`src/rtl/mon_serial_rx_pkg.sv`:
```
// Shared definitions for the serial monitor receiver: FSM states and default framing.
package mon_serial_rx_pkg;

   localparam int unsigned DEF_CLKS_PER_BIT = 8;
   localparam int unsigned DEF_DATA_W       = 8;

   typedef enum logic [1:0] {
      ST_IDLE,
      ST_START,
      ST_DATA,
      ST_STOP
   } rx_state_t;

endpackage

```
`src/rtl/mon_serial_rx_sync.sv`:
```
// Two-flop synchronizer for the raw serial line; presets to idle-high on reset.
module mon_serial_rx_sync (
   input  logic clk,
   input  logic rst,
   input  logic i_d,
   output logic o_q
);

   logic r_meta;
   logic r_sync;

   always_ff @(posedge clk or posedge rst) begin
      if (rst) begin
         r_meta <= 1'b1;
         r_sync <= 1'b1;
      end else begin
         r_meta <= i_d;
         r_sync <= r_meta;
      end
   end

   assign o_q = r_sync;

endmodule

```
`src/rtl/mon_serial_rx.sv`:
```
// Serial frame receiver: start/data/stop FSM with mid-bit sampling, one-word
// valid/ready output register, one-cycle frame error pulse and sticky overrun.
module mon_serial_rx
   import mon_serial_rx_pkg::*;
#(
   parameter int unsigned CLKS_PER_BIT = DEF_CLKS_PER_BIT,
   parameter int unsigned DATA_W       = DEF_DATA_W
) (
   input  logic              clk,
   input  logic              reset,
   input  logic              rx_in,
   output logic [DATA_W-1:0] out_data,
   output logic              out_valid,
   input  logic              out_ready,
   output logic              frame_err,
   output logic              overrun,
   input  logic              overrun_clr
);

   localparam int unsigned TW = $clog2(CLKS_PER_BIT);
   localparam int unsigned IW = (DATA_W > 1) ? $clog2(DATA_W) : 1;
   localparam logic [TW-1:0] T_HALF = TW'(CLKS_PER_BIT / 2 - 1);
   localparam logic [TW-1:0] T_LAST = TW'(CLKS_PER_BIT - 1);
   localparam logic [IW-1:0] I_LAST = IW'(DATA_W - 1);

   logic w_rx_s;

   rx_state_t         r_state, w_state_n;
   logic [TW-1:0]     r_timer, w_timer_n;
   logic [IW-1:0]     r_idx, w_idx_n;
   logic [DATA_W-1:0] r_shift, w_shift_n;
   logic [DATA_W:0]   w_shift_in;
   logic              w_stop_sample;

   logic [DATA_W-1:0] r_out_data;
   logic              r_out_valid;
   logic              r_frame_err;
   logic              r_overrun;
   logic              w_good;
   logic              w_bad;
   logic              w_hs;

   mon_serial_rx_sync u_sync (
      .clk (clk),
      .rst (reset),
      .i_d (rx_in),
      .o_q (w_rx_s)
   );

   // New bit enters at the MSB; after DATA_W shifts the first bit sits at the LSB.
   assign w_shift_in = {w_rx_s, r_shift};

   always_ff @(posedge clk or posedge reset) begin
      if (reset) begin
         r_state <= ST_IDLE;
         r_timer <= '0;
         r_idx   <= '0;
         r_shift <= '0;
      end else begin
         r_state <= w_state_n;
         r_timer <= w_timer_n;
         r_idx   <= w_idx_n;
         r_shift <= w_shift_n;
      end
   end

   always_comb begin
      w_state_n     = r_state;
      w_timer_n     = r_timer;
      w_idx_n       = r_idx;
      w_shift_n     = r_shift;
      w_stop_sample = 1'b0;
      case (r_state)
         ST_IDLE: begin
            if (!w_rx_s) begin
               w_timer_n = '0;
               w_state_n = ST_START;
            end
         end
         ST_START: begin
            if (r_timer == T_HALF) begin
               if (!w_rx_s) begin
                  w_timer_n = '0;
                  w_idx_n   = '0;
                  w_state_n = ST_DATA;
               end else begin
                  w_state_n = ST_IDLE;
               end
            end else begin
               w_timer_n = r_timer + 1'b1;
            end
         end
         ST_DATA: begin
            if (r_timer == T_LAST) begin
               w_timer_n = '0;
               w_shift_n = w_shift_in[DATA_W:1];
               if (r_idx == I_LAST) begin
                  w_state_n = ST_STOP;
               end else begin
                  w_idx_n = r_idx + 1'b1;
               end
            end else begin
               w_timer_n = r_timer + 1'b1;
            end
         end
         ST_STOP: begin
            if (r_timer == T_LAST) begin
               w_stop_sample = 1'b1;
               w_timer_n     = '0;
               w_state_n     = ST_IDLE;
            end else begin
               w_timer_n = r_timer + 1'b1;
            end
         end
         default: w_state_n = ST_IDLE;
      endcase
   end

   assign w_good = w_stop_sample & w_rx_s;
   assign w_bad  = w_stop_sample & ~w_rx_s;
   assign w_hs   = r_out_valid & out_ready;

   always_ff @(posedge clk or posedge reset) begin
      if (reset) begin
         r_out_data  <= '0;
         r_out_valid <= 1'b0;
         r_frame_err <= 1'b0;
         r_overrun   <= 1'b0;
      end else begin
         r_frame_err <= w_bad;
         // A word consumed in the same cycle frees the register for the new frame.
         if (w_good && (!r_out_valid || w_hs)) begin
            r_out_data  <= r_shift;
            r_out_valid <= 1'b1;
         end else if (w_hs) begin
            r_out_valid <= 1'b0;
         end
         if (w_good && r_out_valid && !out_ready) begin
            r_overrun <= 1'b1;
         end else if (overrun_clr) begin
            r_overrun <= 1'b0;
         end
      end
   end

   assign out_data  = r_out_data;
   assign out_valid = r_out_valid;
   assign frame_err = r_frame_err;
   assign overrun   = r_overrun;

endmodule

```
`config.mk`:
```
export PLATFORM = sky130hd
export DESIGN_NAME = mon_serial_rx
export DESIGN_NICKNAME = d
export VERILOG_FILES = /design/src/rtl/mon_serial_rx_pkg.sv /design/src/rtl/mon_serial_rx_sync.sv /design/src/rtl/mon_serial_rx.sv
export SDC_FILE = /design/constraint.sdc
export NUM_CORES = 1
export LEC_CHECK = 0
export ABC_AREA = 1
export CAP_MARGIN = 20
export CORE_ASPECT_RATIO = 0.5
export CORE_UTILIZATION = 30
export DETAILED_ROUTE_END_ITERATION = 12
export DONT_BUFFER_PORTS = 1
export SKIP_LAST_GASP = 1
export SYNTH_ARGS = -nofsm -noshare
export SYNTH_HDL_FRONTEND = slang
export SYNTH_HIERARCHICAL = 1
export SYNTH_SLANG_ARGS = --single-unit
```
`constraint.sdc`:
```
create_clock -name clk -period 3.15 [get_ports clk]
set_clock_uncertainty 0.05 [all_clocks]
set_input_delay 0.7875 -clock clk [delete_from_list [all_inputs] [get_ports clk]]
set_output_delay 0.7875 -clock clk [all_outputs]
set_load 0.02 [all_outputs]
```
### Yosys cells after proc, flatten, opt, wreduce, memory -nomap -nowiden

Cells that the tools add are included.
Widths: inputs -> output; s select.

* add/subtract/negate cells: 2
* eq/ne operators: 13
* multiplexer cells: 22
* bitwise logic cells: 4
* reduce and logical (&&, ||, !) cells: 14

Operator list (number)
* $mux 3: 7
* $ne 2x2->1 const B: 7
* $mux 2: 6
* $reduce_and 5->1: 2
* $pmux 3 s3: 1
* $pmux 2 s4: 1
* $add 3x1->3 const B: 2
* $eq 3x3->1 const B: 2
* $mux 1: 6
* $pmux 3 s2: 1
* $reduce_bool 2->1: 3
* $eq 2x2->1 const B: 2
* $and 1x1->1: 3
* $eq 3x2->1 const B: 1
* $logic_and 1x1->1: 3
* $eq 2x1->1 const B: 1
* $logic_not 1->1: 2
* $logic_not 2->1: 1
* $reduce_and 2->1: 1
* $reduce_or 2->1: 1
* $logic_or 1x1->1: 1
* $not 1->1: 1

* flip-flop bits (word level): 29
* output and inout bits: 11

### Logic depth before layout (Yosys ltp)

* depth in word-level cells: 7
* gate-level depth with buffers: 9

### Cells and area by module

Netlist, hierarchy kept.

Modules (own cells, without submodules)
* mon_serial_rx: instances 1, cells each 135, area an instance 1286.2 um^2, seq. area each 675.6 um^2
* mon_serial_rx_sync: instances 1, cells each 3, area an instance 56.3 um^2, seq. area each 52.6 um^2

### Worst setup path before layout

No wires, ideal clock.

* path kind: in2reg
* start: in out_ready
* end: reg r_out_data[6] (netlist: out_data[6])
* arrival: 1334 ps
* required time: 3026 ps
* setup slack: 1692 ps
* cell stages on the path: 6
* path buffers: 1
* cells stage by stage: nor2_1 -> inv_1 -> nand2_4 -> buf_6 -> nand2_2 -> o21ai_2

* cells in the longest elaborated chain, start to end: 3

RTL lines
* start, declared: line mon_serial_rx.sv:14 `input logic out_ready,`
* $and 1x1->1: line mon_serial_rx.sv:121 `assign w_hs = r_out_valid & out_ready;`
* $logic_or 1x1->1: line mon_serial_rx.sv:132 `if (w_good && (!r_out_valid || w_hs)) begin`
* $logic_and 1x1->1: line mon_serial_rx.sv:132
* end signal, assigned: line mon_serial_rx.sv:133 `r_out_data <= r_shift;`
* end, declared: line mon_serial_rx.sv:35 `logic [DATA_W-1:0] r_out_data;`

Every way passes these cells.
A chain may end at the register's enable or synchronous reset.

### Worst setup path in the final report

* start: reg r_out_data[6] (netlist: out_data[6])
* end: out out_data[6]

RTL lines
* end, declared: line mon_serial_rx.sv:12 `output logic [DATA_W-1:0] out_data,`

No word-level cell between the ends.

==> results.yml <==
outcome:
  status: "completed"
global_routing:
  grt_usage: 0.110
  grt_max_degree: 28
  grt_first_pass_wirelength_mm: 3.84
  antenna_found_initial: 0
  grt_remaining_overflow: 0
  grt_pass1_vias: 840
power:
  p_leak_nw: 0.686
  power_frac_clock: 0.299
  pwr_density_cell_mw_per_mm2: 688
  irDropWorstVdd_mv: 0.189
  p_int_mw: 0.655
  pwr-share-seq: 0.469
  switching_share: 0.350
  switchingPower_mw: 0.352
  p_comb_frac: 0.231
cts:
  htreeDepth: 2
  cts-resized-gates: 0
  cts_sinks: 29
  insertion_delay_ns: 0.29
  hold_buffers: 0
  cts_buffers: 5
  cts_root_buf: "clkbuf_8"
  clock_path_buffers: 2
  cts_setup_buffers: 0
  path_clk_slew_ns: 0.07
  cts_tree: "built"
worst_setup_path:
  path_max_fanout: 2
  required_ns: 2.31
  path_class: "flip-flop to output port"
  critPathLaunchType: "flip-flop"
  end_kind: "output port"
  crit_start: "out_data[6]"
  r2r_start: "r_timer[0]"
  crit_arrival_ns: 0.76
floorplanning:
  die_h_um: 49.3
  die-area_mm2: 0.00476
  boundaryPins: 16
  rows: 16
  die_w_um: 96.6
  start_util: 0.329
  core_mm2: 0.00408
layout:
  final_cells: 197
  drive_gt1_frac: 0.217
  final_cell_mix: "nand2_1, dfrtp_1, inv_1, o21ai_1, nand3_1"
  nets: 153
  multiInputGateArea_um2: 494
  num_antenna_cells: 0
  seqCellArea_um2: 728
  fillers: 422
  syn_to_final_growth_pct: 8.95
  design_area_mm2: 0.00146
  final_common_cell: "nand2_1"
synthesis:
  syn_area_mm2: 0.00134
  ys_seq_elements: 29
  synthCells: 138
  syn-num-nets: 149
  yosys_warnings: 6
  synth_cell_types: 21
  syn_avg_cell_area_um2: 9.73
  ys_seq_area_frac: 0.542
timing:
  rsz0062_at_grt: "no"
  slew_headroom: 0.773
  finalSetupViolations: 0
  period_needed_ns: 1.60
  hold_violations: 0
  period_share: 0.508
  slew_violations: 0
  tightest_slew_ns: 0.341
  clock.fmax_ghz: 0.625
  setup_tns_ns: 0
drt:
  via_per_inst: 4.32
  postRouteWirelength_mm: 2.18
  firstDrtPassIters: 4
  drt_iter0_drc: 30
  wire_per_inst_um: 11.1
  vias: 851
  drc: 0
  ant_nets: 0
placed_design:
  placed_cell_area_mm2: 0.00138
  io_buffers: 0
  gp_congestion: 0.713
  dp.final_hpwl_mm: 1.54
  dpl.cell_count: 189
run:
  max_cap_violations: 0
worst_hold_path:
  hold_class: "flip-flop to flip-flop"
  hp-start: "u_sync/r_meta"
==> sequential cells by signal (all words and copies together) (netlist names), named ones only <==
name           cells
r_idx              3
out_data           8
overrun            1
r_state            1
r_timer            3
u_sync/r_meta      1
u_sync/o_q         1
r_shift            8
out_valid          1
frame_err          1
==> cell type report <==
type | instances | area share
multi-input combinational | 84 | 0.338
sequential | 29 | 0.498
clock inverter | 3 | 0.0120
inverter | 21 | 0.0539
clock buffer | 5 | 0.0470
tap | 54 | 0.0462
timing repair buffer | 1 | 0.00513
==> power groups by stage <==
| stage | clock network [mW] | registers (mW) | logic (mW) |
|---|---|---|---|
| 3_3_place_gp | 0 | 0.477 | 0.227 |
| 6_report | 0.301 | 0.472 | 0.233 |
| 5_1_grt | 0.328 | 0.479 | 0.273 |
| 4_1_cts | 0.313 | 0.472 | 0.236 |
| 2_1_floorplan | 0 | 0.444 | 0.241 |
| 3_5_place_dp | 0 | 0.479 | 0.234 |
==> worst paths after layout <==
kind                            endpoint  slack, ns  cells past startpoint
setup / recovery             out_data[6]       1.55                      0
hold / removal                u_sync/o_q       0.31                      0
setup reg to reg             out_data[1]       1.59                      7
hold reg to reg               u_sync/o_q       0.31                      0
max in group asynchronous        overrun       2.40                      2
min in group asynchronous  u_sync/r_meta       0.36                      1
==> routing by layer <==
metal / vias to the layer above / wire (um) / GRT usage
li1: 445 / - / -
met1: 388 / 1040 / 0.129
met5: - / 0 / 0
met3: 5 / 159 / 0.0645
met2: 13 / 923 / 0.153
met4: 0 / 57 / 0.0672
==> per-stage QoR <==
| stage | power [mW] | hold slack [ns] | setup WS [ns] | util |
|---|---|---|---|---|
| floorplan | 0.684 | 0.295 | 1.69 | - |
| global placement | 0.704 | 0.296 | 1.61 | 0.337 |
| detailed placement | 0.712 | 0.298 | 1.60 | 0.337 |
| CTS | 1.02 | 0.307 | 1.53 | 0.358 |
| global route | 1.08 | 0.308 | 1.44 | 0.358 |
| finish | 1.01 | 0.306 | 1.55 | 0.358 |
==> cell usage after synthesis (all sizes together) <==
cell type / instances / area share
a21oi: 1 / 0.0037
buf: 4 / 0.031
dfrtp: 27 / 0.50
dfstp: 2 / 0.039
ha: 6 / 0.056
inv: 21 / 0.059
nand2: 33 / 0.11
nand3: 11 / 0.050
nand3b: 2 / 0.011
nor2: 6 / 0.022
o21a: 1 / 0.0056
o21ai: 23 / 0.11
or2: 1 / 0.0047
==> logic make-up after synthesis <==
family,synth area share
and+or+nand+nor,0.198
adders and majority gates,0.0559
AOI/OAI and AO/OA,0.115
DFF,0.542
buffers and inverters,0.0895
Power figures use the tool's default switching activity.
